**src/rtl/init_initiator.sv**
```systemverilog
// Host-side link-setup initiator: sends "UTN", checks "UTNv2\n", sends a 16-bit
// sample rate and parses "OK\n" / "ERROR\n" over four-phase UART byte handshakes.
module init_initiator #(
  parameter int unsigned TIMEOUT_CYCLES = 12_000_000
) (
  input  logic        clk,
  input  logic        rst,
  input  logic        start,
  input  logic [15:0] samp_rate_in,
  output logic        tx_rq,
  input  logic        tx_st,
  output logic [7:0]  dato_tx,
  input  logic        rx_rq,
  output logic        rx_st,
  input  logic [7:0]  dato_rx,
  output logic        busy,
  output logic        done,
  output logic [1:0]  result
);

  localparam int unsigned CntW = $clog2(TIMEOUT_CYCLES + 1);

  localparam logic [3:0] IDLE    = 4'd0;
  localparam logic [3:0] SEND_U  = 4'd1;
  localparam logic [3:0] SEND_T  = 4'd2;
  localparam logic [3:0] SEND_N  = 4'd3;
  localparam logic [3:0] CHK_ID  = 4'd4;
  localparam logic [3:0] SEND_LO = 4'd5;
  localparam logic [3:0] SEND_HI = 4'd6;
  localparam logic [3:0] RESP0   = 4'd7;
  localparam logic [3:0] CHK_OK  = 4'd8;
  localparam logic [3:0] CHK_ERR = 4'd9;
  localparam logic [3:0] FAIL    = 4'd10;
  localparam logic [3:0] FINISH  = 4'd11;

  logic [3:0]      state_q, state_d;
  logic            tx_st_q, rx_rq_q;
  logic [15:0]     samp_q, samp_d;
  logic            tx_rq_q, tx_rq_d, rx_st_q, rx_st_d;
  logic [7:0]      dato_tx_q, dato_tx_d, rx_byte_q, rx_byte_d;
  logic [2:0]      idx_q, idx_d;
  logic [1:0]      result_q, result_d;
  logic            busy_q, busy_d, done_q, done_d;
  logic [CntW-1:0] tcnt_q, tcnt_d;
  logic            tx_sent, rx_eval, timeout;
  logic [7:0]      tx_byte;

  function automatic logic [7:0] id_byte(input logic [2:0] i);
    case (i)
      3'd0:    id_byte = 8'h55;
      3'd1:    id_byte = 8'h54;
      3'd2:    id_byte = 8'h4E;
      3'd3:    id_byte = 8'h76;
      3'd4:    id_byte = 8'h32;
      default: id_byte = 8'h0A;
    endcase
  endfunction

  // Tail of "ERROR\n" once the leading 'E' has been seen.
  function automatic logic [7:0] err_byte(input logic [2:0] i);
    case (i)
      3'd0, 3'd1, 3'd3: err_byte = 8'h52;
      3'd2:             err_byte = 8'h4F;
      default:          err_byte = 8'h0A;
    endcase
  endfunction

  always_comb begin
    case (state_q)
      SEND_U:  tx_byte = 8'h55;
      SEND_T:  tx_byte = 8'h54;
      SEND_N:  tx_byte = 8'h4E;
      SEND_LO: tx_byte = samp_q[7:0];
      SEND_HI: tx_byte = samp_q[15:8];
      default: tx_byte = 8'h00;
    endcase
  end

  assign timeout = (state_q != IDLE) && (state_q != FINISH) && (state_q != FAIL) &&
                   (tcnt_q == CntW'(TIMEOUT_CYCLES));

  always_comb begin
    state_d   = state_q;
    samp_d    = samp_q;
    tx_rq_d   = tx_rq_q;
    rx_st_d   = rx_st_q;
    dato_tx_d = dato_tx_q;
    rx_byte_d = rx_byte_q;
    idx_d     = idx_q;
    result_d  = result_q;
    busy_d    = busy_q;
    done_d    = 1'b0;
    tx_sent   = 1'b0;
    rx_eval   = 1'b0;
    if (timeout) begin
      state_d = FAIL;
    end else begin
      if (state_q inside {SEND_U, SEND_T, SEND_N, SEND_LO, SEND_HI}) begin
        if (!tx_rq_q && !tx_st_q) begin
          tx_rq_d   = 1'b1;
          dato_tx_d = tx_byte;
        end else if (tx_rq_q && tx_st_q) begin
          tx_rq_d = 1'b0;
          tx_sent = 1'b1;
        end
      end
      if (state_q inside {CHK_ID, RESP0, CHK_OK, CHK_ERR}) begin
        if (rx_rq_q && !rx_st_q) begin
          rx_st_d   = 1'b1;
          rx_byte_d = dato_rx;
        end else if (!rx_rq_q && rx_st_q) begin
          rx_st_d = 1'b0;
          rx_eval = 1'b1;
        end
      end
      case (state_q)
        IDLE: begin
          busy_d = 1'b0;
          if (start) begin
            samp_d   = samp_rate_in;
            result_d = 2'd0;
            busy_d   = 1'b1;
            idx_d    = 3'd0;
            state_d  = SEND_U;
          end
        end
        SEND_U:  if (tx_sent) state_d = SEND_T;
        SEND_T:  if (tx_sent) state_d = SEND_N;
        SEND_N:  if (tx_sent) state_d = CHK_ID;
        CHK_ID: begin
          if (rx_eval) begin
            if (rx_byte_q != id_byte(idx_q)) begin
              state_d = FAIL;
            end else if (idx_q == 3'd5) begin
              idx_d   = 3'd0;
              state_d = SEND_LO;
            end else begin
              idx_d = idx_q + 3'd1;
            end
          end
        end
        SEND_LO: if (tx_sent) state_d = SEND_HI;
        SEND_HI: if (tx_sent) state_d = RESP0;
        RESP0: begin
          if (rx_eval) begin
            case (rx_byte_q)
              8'h4F:   state_d = CHK_OK;
              8'h45:   state_d = CHK_ERR;
              default: state_d = FAIL;
            endcase
          end
        end
        CHK_OK: begin
          if (rx_eval) begin
            if (rx_byte_q != ((idx_q == 3'd0) ? 8'h4B : 8'h0A)) begin
              state_d = FAIL;
            end else if (idx_q == 3'd1) begin
              result_d = 2'd1;
              state_d  = FINISH;
            end else begin
              idx_d = idx_q + 3'd1;
            end
          end
        end
        CHK_ERR: begin
          if (rx_eval) begin
            if (rx_byte_q != err_byte(idx_q)) begin
              state_d = FAIL;
            end else if (idx_q == 3'd4) begin
              result_d = 2'd2;
              state_d  = FINISH;
            end else begin
              idx_d = idx_q + 3'd1;
            end
          end
        end
        FAIL: begin
          tx_rq_d  = 1'b0;
          rx_st_d  = 1'b0;
          result_d = 2'd3;
          state_d  = FINISH;
        end
        FINISH: begin
          done_d  = 1'b1;
          state_d = IDLE;
        end
        default: state_d = IDLE;
      endcase
    end
    // Any progress (state or handshake phase) restarts the watchdog.
    if (state_q == IDLE || state_q == FINISH || state_d != state_q ||
        tx_rq_d != tx_rq_q || rx_st_d != rx_st_q) begin
      tcnt_d = '0;
    end else begin
      tcnt_d = tcnt_q + CntW'(1);
    end
  end

  always_ff @(posedge clk) begin
    if (rst) begin
      state_q   <= IDLE;
      tx_st_q   <= 1'b0;
      rx_rq_q   <= 1'b0;
      samp_q    <= 16'h0000;
      tx_rq_q   <= 1'b0;
      rx_st_q   <= 1'b0;
      dato_tx_q <= 8'h00;
      rx_byte_q <= 8'h00;
      idx_q     <= 3'd0;
      result_q  <= 2'd0;
      busy_q    <= 1'b0;
      done_q    <= 1'b0;
      tcnt_q    <= '0;
    end else begin
      state_q   <= state_d;
      tx_st_q   <= tx_st;
      rx_rq_q   <= rx_rq;
      samp_q    <= samp_d;
      tx_rq_q   <= tx_rq_d;
      rx_st_q   <= rx_st_d;
      dato_tx_q <= dato_tx_d;
      rx_byte_q <= rx_byte_d;
      idx_q     <= idx_d;
      result_q  <= result_d;
      busy_q    <= busy_d;
      done_q    <= done_d;
      tcnt_q    <= tcnt_d;
    end
  end

  assign tx_rq   = tx_rq_q;
  assign rx_st   = rx_st_q;
  assign dato_tx = dato_tx_q;
  assign busy    = busy_q;
  assign done    = done_q;
  assign result  = result_q;

endmodule

```
**config.mk**
```make
export PLATFORM = sky130hd
export DESIGN_NAME = init_initiator
export DESIGN_NICKNAME = d
export VERILOG_FILES = /design/src/rtl/init_initiator.sv
export SDC_FILE = /design/constraint.sdc
export NUM_CORES = 1
export LEC_CHECK = 0
export BUFFER_PORTS_ARGS = -buffer_cell sky130_fd_sc_hd__buf_2
export CORE_ASPECT_RATIO = 0.5
export CORE_MARGIN = 1
export CORE_UTILIZATION = 59
export DETAILED_ROUTE_END_ITERATION = 10
export GPL_TIMING_DRIVEN = 0
export PLACE_DENSITY = 0.8
export SETUP_SLACK_MARGIN = 0.1
export SYNTH_ARGS = -nofsm -noshare
export SYNTH_HDL_FRONTEND = slang
export SYNTH_SLANG_ARGS = --single-unit
```
**constraint.sdc**
```tcl
create_clock -name clk -period 4.3 [get_ports clk]
set_input_delay 0.215 -clock clk [delete_from_list [all_inputs] [get_ports clk]]
set_output_delay 0.215 -clock clk [all_outputs]
set_load 0.1 [all_outputs]
```
After elaboration in Yosys (flattened, before gate mapping)
Index checks and enable logic that the tools add are counted.
- add/subtract/negate cells: 2
- equality and inequality tests: 38
- mux-type cells: 68
- reductions and logical operators: 31
- bitwise gates (word level): 1
- operators with widths (cell ; count):
    $mux 4 ; 17
    $mux 8 ; 6
    $pmux 4 s11 ; 1
    $pmux 8 s5 ; 1
    $pmux 7 s5 ; 1
    $mux 3 ; 10
    $add 24x1->24 const B ; 1
    $eq 24x24->1 const B ; 1
    $mux 1 ; 20
    $eq 4x3->1 const B ; 4
    $eq 4x4->1 const B ; 4
    $eq 8x7->1 const B ; 2
    $ne 8x8->1 ; 2
    $reduce_bool 4->1 ; 4
    $mux 2 ; 7
    $pmux 7 s2 ; 1
    $ne 2x2->1 const B ; 6
    $pmux 3 s4 ; 1
    $reduce_and 11->1 ; 1
    $ne 2x1->1 const B ; 5
    $reduce_and 3->1 ; 3
    $reduce_and 9->1 ; 1
    $eq 4x2->1 const B ; 2
    $ne 4x4->1 const B ; 2
    21 further kinds ; 37
- input bits: 29
- register bits after elaboration: 71
- word-level logic and storage cells: 153
- output and inout bits: 14

Longest topological paths before layout
- depth in word-level cells: 19
- mapped depth: 12
- gate-level depth less buffers: 10

Worst setup path before layout
OpenSTA, ideal clock, no wires.
- path type: register to register
- start point: register idx_q[2]
- end point: register tcnt_q[10]
- cell stages (with the launch flop): 13
- library setup time: 0.064 ns
- arrival: 3.043 ns
- path buffers: 2
- setup slack: 1.193 ns
- cells stage by stage: dfxtp_1 -> clkbuf_1 -> inv_1 -> ha_1 -> or4_4 -> a211o_1 -> a2111oi_4 -> a211oi_1 -> a31o_1 -> nor4_2 -> nand3_2 -> buf_6 -> nor2_1
- word-level cells in the longest chain between the ends: 16
- elaborated cells on any way between the ends: 35
- classes of those cells: eq/ne: 9; mux: 20; reduce/logical: 6
- ends and longest elaborated chain (element ; RTL line ; text):
    start, declared ; 41 ; logic [2:0] idx_q, idx_d;
    start signal, assigned ; 223 ; idx_q <= idx_d;
    $eq 3x1->1 (tied with other cells) ; 49, 61, 157 ;
    $reduce_or 3->1 ; 61 ; case (i)
    $pmux 7 s2 ; 61 ;
    $mux 8 ; 166 ; if (rx_eval) begin
    $mux 8 ; 116 ; case (state_q)
    $mux 8 ; 95 ; if (timeout) begin
    $ne 8x8->1 ; 167 ; if (rx_byte_q != err_byte(idx_q)) begin
    $mux 4 ; 167 ;
    $mux 4 ; 166 ;
    $pmux 4 s11 * ; 116 ;
    $mux 4 * ; 95 ;
    $ne 4x4->1 * ; 191 ; if (state_q == IDLE || state_q == FINISH || state_d != state_q ||
    $logic_or 1x1->1 * (2 in series) ; 191 ;
    $logic_or 1x1->1 * ; 192 ; tx_rq_d != tx_rq_q || rx_st_d != rx_st_q) begin
    $reduce_or 2->1 (no source line) * ; n/a ;
    end signal, assigned ; 227 ; tcnt_q <= tcnt_d;
    end, declared ; 44 ; logic [CntW-1:0] tcnt_q, tcnt_d;
Every way passes the cells marked *; elsewhere a longest branch is shown, timed or not. The select of a mux whose other input is x is not followed.
A chain may end at the register's enable or synchronous reset.

Worst setup path after layout
- start point: register idx_q[2]
- end point: register tcnt_q[3]
Same word-level chain as after synthesis.

==> summary.txt <==
Clock tree
  – Insertion delay to the later sink of the worst-skew pair: 340 ps
  – CTS tree: done
  – Number of resized instances in the post-cts repair step: 0
  – Count of clock tree sinks: 71
  – Deepest level of the CTS H-tree: 3
  – Setup bufs post-CTS: 0
  – Post-CTS Hold Fix Bufs: 0
  – Cell at the root of the clock tree: sky130_fd_sc_hd__clkbuf_16
  – CTS buffer count: 9
  – Clock-pin slew reported for the worst setup and hold paths after clock tree synthesis: 60 ps
  – Buffers from clock root to sink, at most: 2

Route
  – DR WL met2: 4870 µm
  – Routed length per instance: 16.4 µm
  – Routed metal-1 wire length: 4620 µm
  – DRC marker count from the first detailed-route iteration: 310
  – Via/cell ratio: 6.05
  – Post-route antenna net violation count: 0
  – Highest layer used for signal routing: met4
  – First-pass DRT Iterations: 6
  – Post-Route WL: 10700 µm
  – Met3 wire len: 992 µm
  – Total number of vias: 3954
  – DRC Markers: 0

Timing
  – Final worst path period share: 86.6%
  – Minimum hold slack: 113 ps
  – Final worst clock skew: 5.35 ps
  – Period minus WS final: 3720 ps
  – Setup repair after global routing missed its margin: false
  – Max-Slew Margin vs Limit: 35.4%
  – Setup TNS: 0 ps
  – Final setup violation count: 0
  – Transition at the pin with the smallest max-transition slack: 956 ps
  – Final slew viol count: 0
  – Highest Clock Rate: 269 MHz
  – Fin. Hold Viols: 0

Finish
  – Layout Cell Area excl Fill: 4670 µm²
  – Area delta synth->final: 15.7%
  – Number of fill cells: 502
  – Most used cells in the layout excluding fill and tap cells: sky130_fd_sc_hd__dfxtp_1 (71), sky130_fd_sc_hd__nor2_1 (65), sky130_fd_sc_hd__a21oi_1 (58), sky130_fd_sc_hd__nand2_1 (56), sky130_fd_sc_hd__buf_2 (45)
  – Share of cells above drive strength 1: 13.8%
  – Most common library cell in the layout ignoring fill and taps: sky130_fd_sc_hd__dfxtp_1
  – Number of nets in the layout: 597
  – Diodes inserted: 0

Logic synthesis
  – Warnings, synthesis: 0
  – Seq cells post-synth: 71
  – Instance count of the mapped netlist: 508
  – Avg Inst Size Synth: 7.94 µm²
  – Post-synthesis cell type with the largest combined area: sky130_fd_sc_hd__dfxtp_1
  – Syn Nets: 544
  – Top post-synthesis cells by area: sky130_fd_sc_hd__dfxtp_1 (35%), sky130_fd_sc_hd__a21oi_1 (7.2%), sky130_fd_sc_hd__nor2_1 (6.1%), sky130_fd_sc_hd__nand2_1 (5.2%), sky130_fd_sc_hd__mux2i_1 (3.5%)
  – Top cell type's share of synthesized area: 35.2%
  – Summed instance area of the synthesized netlist: 4030 µm²
  – Sequential fraction of the synthesis area: 35.2%
  – Asr flop ratio synth: 0%
  – Main flop type after synthesis: sky130_fd_sc_hd__dfxtp_1
  – Number of flops mapped to enable cells by yosys: 0
  – Cell variety after synth: 72

GRT
  – Tot GR Track Use: 31.4%
  – Via count of the first global-routing pass: 3670
  – First-pass GRT wire length: 17300 µm
  – Largest net degree at the start of global routing: 13
  – Gr ovfl total: 0
  – Number of antenna violations at the first check in global routing: 0

Die
  – Overall die width: 119 µm
  – Die area: 7190 µm²
  – Starting density of the core: 63.7%
  – Core Footprint: 6330 µm²
  – Chip Height: 60.5 µm
  – Std cell rows: 20
  – I/O pin total: 43

Setup path
  – Req. time, crit path: 4580 ps
  – Worst setup path start: idx_q[2]
  – Launching point of the worst reg2reg path: idx_q[2]
  – Type of element launching the critical path: flop
  – Arrival time of the worst setup path: 4000 ps
  – Worst setup EP type: flop
  – Maximum fanout encountered on the critical timing path: 10
  – Type of the setup path with the least slack: reg -> reg

Power and ir drop
  – Pwr/cell area: 378 nW/µm²
  – Highest ir drop seen on vdd: 0.000279 V
  – Standby leakage power: 1.71 nW

Placement
  – Final GP Congestion: 0.910
  – Post-DP HPWL: 7700 µm
  – Number of buffer cells added on primary ports: 42
  – Instance area after placement: 4350 µm²

Outcome
  – Status: complete, no violations

Run
  – # Max-Cap Violations: 0

Min path
  – Hold path start: dato_rx[5]
  – Kind of path behind the tightest hold check: in -> reg
## Yosys cell counts (3+ instances only)
master / n
sky130_fd_sc_hd__nand4_1: 7
sky130_fd_sc_hd__clkbuf_1: 23
sky130_fd_sc_hd__mux2i_1: 14
sky130_fd_sc_hd__inv_1: 12
sky130_fd_sc_hd__nor2b_1: 10
sky130_fd_sc_hd__nor3b_1: 4
sky130_fd_sc_hd__and4b_1: 6
sky130_fd_sc_hd__nand2_1: 56
sky130_fd_sc_hd__nor4b_1: 3
sky130_fd_sc_hd__nor4_1: 3
sky130_fd_sc_hd__o21ai_0: 9
sky130_fd_sc_hd__dfxtp_1: 71
sky130_fd_sc_hd__a211o_1: 3
sky130_fd_sc_hd__ha_1: 7
sky130_fd_sc_hd__nor3_1: 14
sky130_fd_sc_hd__buf_2: 3
sky130_fd_sc_hd__a21oi_1: 58
sky130_fd_sc_hd__or3_1: 8
sky130_fd_sc_hd__o31ai_1: 4
sky130_fd_sc_hd__or3b_2: 3
sky130_fd_sc_hd__nand2b_1: 7
sky130_fd_sc_hd__xor2_1: 14
sky130_fd_sc_hd__a211oi_1: 8
sky130_fd_sc_hd__nor2_1: 65
sky130_fd_sc_hd__and3_1: 3
sky130_fd_sc_hd__xnor2_1: 11
sky130_fd_sc_hd__o211ai_1: 3
sky130_fd_sc_hd__nand3_1: 21
## stage by stage
stage | util [%] | instances | total power, mW | setup WS (ps)
finish | 73.7 | 654 | 1.76 | 577
global route | 73.7 | 654 | 1.83 | 450
CTS | 73.7 | 654 | 1.76 | 707
detailed placement | 68.8 | 638 | 0.972 | 708
global placement | 68.8 | 638 | 0.968 | 784
floorplan | - | 508 | 0.904 | 1190
## path summary, 6_finish.rpt
check	endpoint	slack, ps	cells after the start
worst min-delay path	rx_byte_q[5]	110	3
worst max-delay path	tcnt_q[3]	580	12
worst min register to register	busy	450	2
worst max register to register	tcnt_q[3]	580	12
## sequential cells by signal (all words and copies together) (netlist names)
signal / flops
dato_tx: 8
rx_byte_q: 8
tcnt_q: 24
rx_st: 1
done: 1
busy: 1
result: 2
tx_rq: 1
samp_q: 16
idx_q: 3
state_q: 4
tx_st_q: 1
rx_rq_q: 1
## where the power goes
part           switching (mW)  internal, mW
registers              0.0168         0.681
logic                   0.176        0.0918
clock network           0.289         0.509
## cells by family after synthesis
group / after synthesis / synth area share [%]
DFF: 71 / 35.2
and+or+nand+nor: 230 / 29.7
adders and majority gates: 7 / 2.17
AOI/OAI and AO/OA: 117 / 19.4
muxes: 14 / 3.47
xor gates and xnor gates: 25 / 5.43
buffers and inverters: 44 / 4.56
## area by class of cell
type	count	area, µm²	area share, %
clock inverters	5	81.3	1.74
clock buffers	11	233	4.99
plain buffers	30	131	2.82
well taps	88	110	2.36
flip-flops and latches	71	1420	30.5
repair buffers	42	210	4.50
multi-input cells	393	2430	52.0
inverters	14	52.6	1.13
## metal layers
| metal | GRT usage [%] | vias to the layer above |
|---|---|---|
| li1 | - | 1923 |
| met1 | 37.9 | 1826 |
| met2 | 53.0 | 179 |
| met3 | 11.0 | 26 |
| met4 | 12.3 | 0 |
| met5 | 0 | - |
## worst max-delay path, cell delays in order (launching register included)
cell	delay [ps]
sky130_fd_sc_hd__dfxtp_1	430
sky130_fd_sc_hd__clkbuf_1	380
sky130_fd_sc_hd__inv_1	120
sky130_fd_sc_hd__ha_1	300
sky130_fd_sc_hd__or4_4	450
sky130_fd_sc_hd__a211o_1	330
sky130_fd_sc_hd__a2111oi_4	350
sky130_fd_sc_hd__a211oi_1	180
sky130_fd_sc_hd__a31o_1	260
sky130_fd_sc_hd__nor4_2	270
sky130_fd_sc_hd__nand3_2	250
sky130_fd_sc_hd__buf_6	220
sky130_fd_sc_hd__nor2_1	110
No activity file was read; power rests on OpenSTA's default activity.
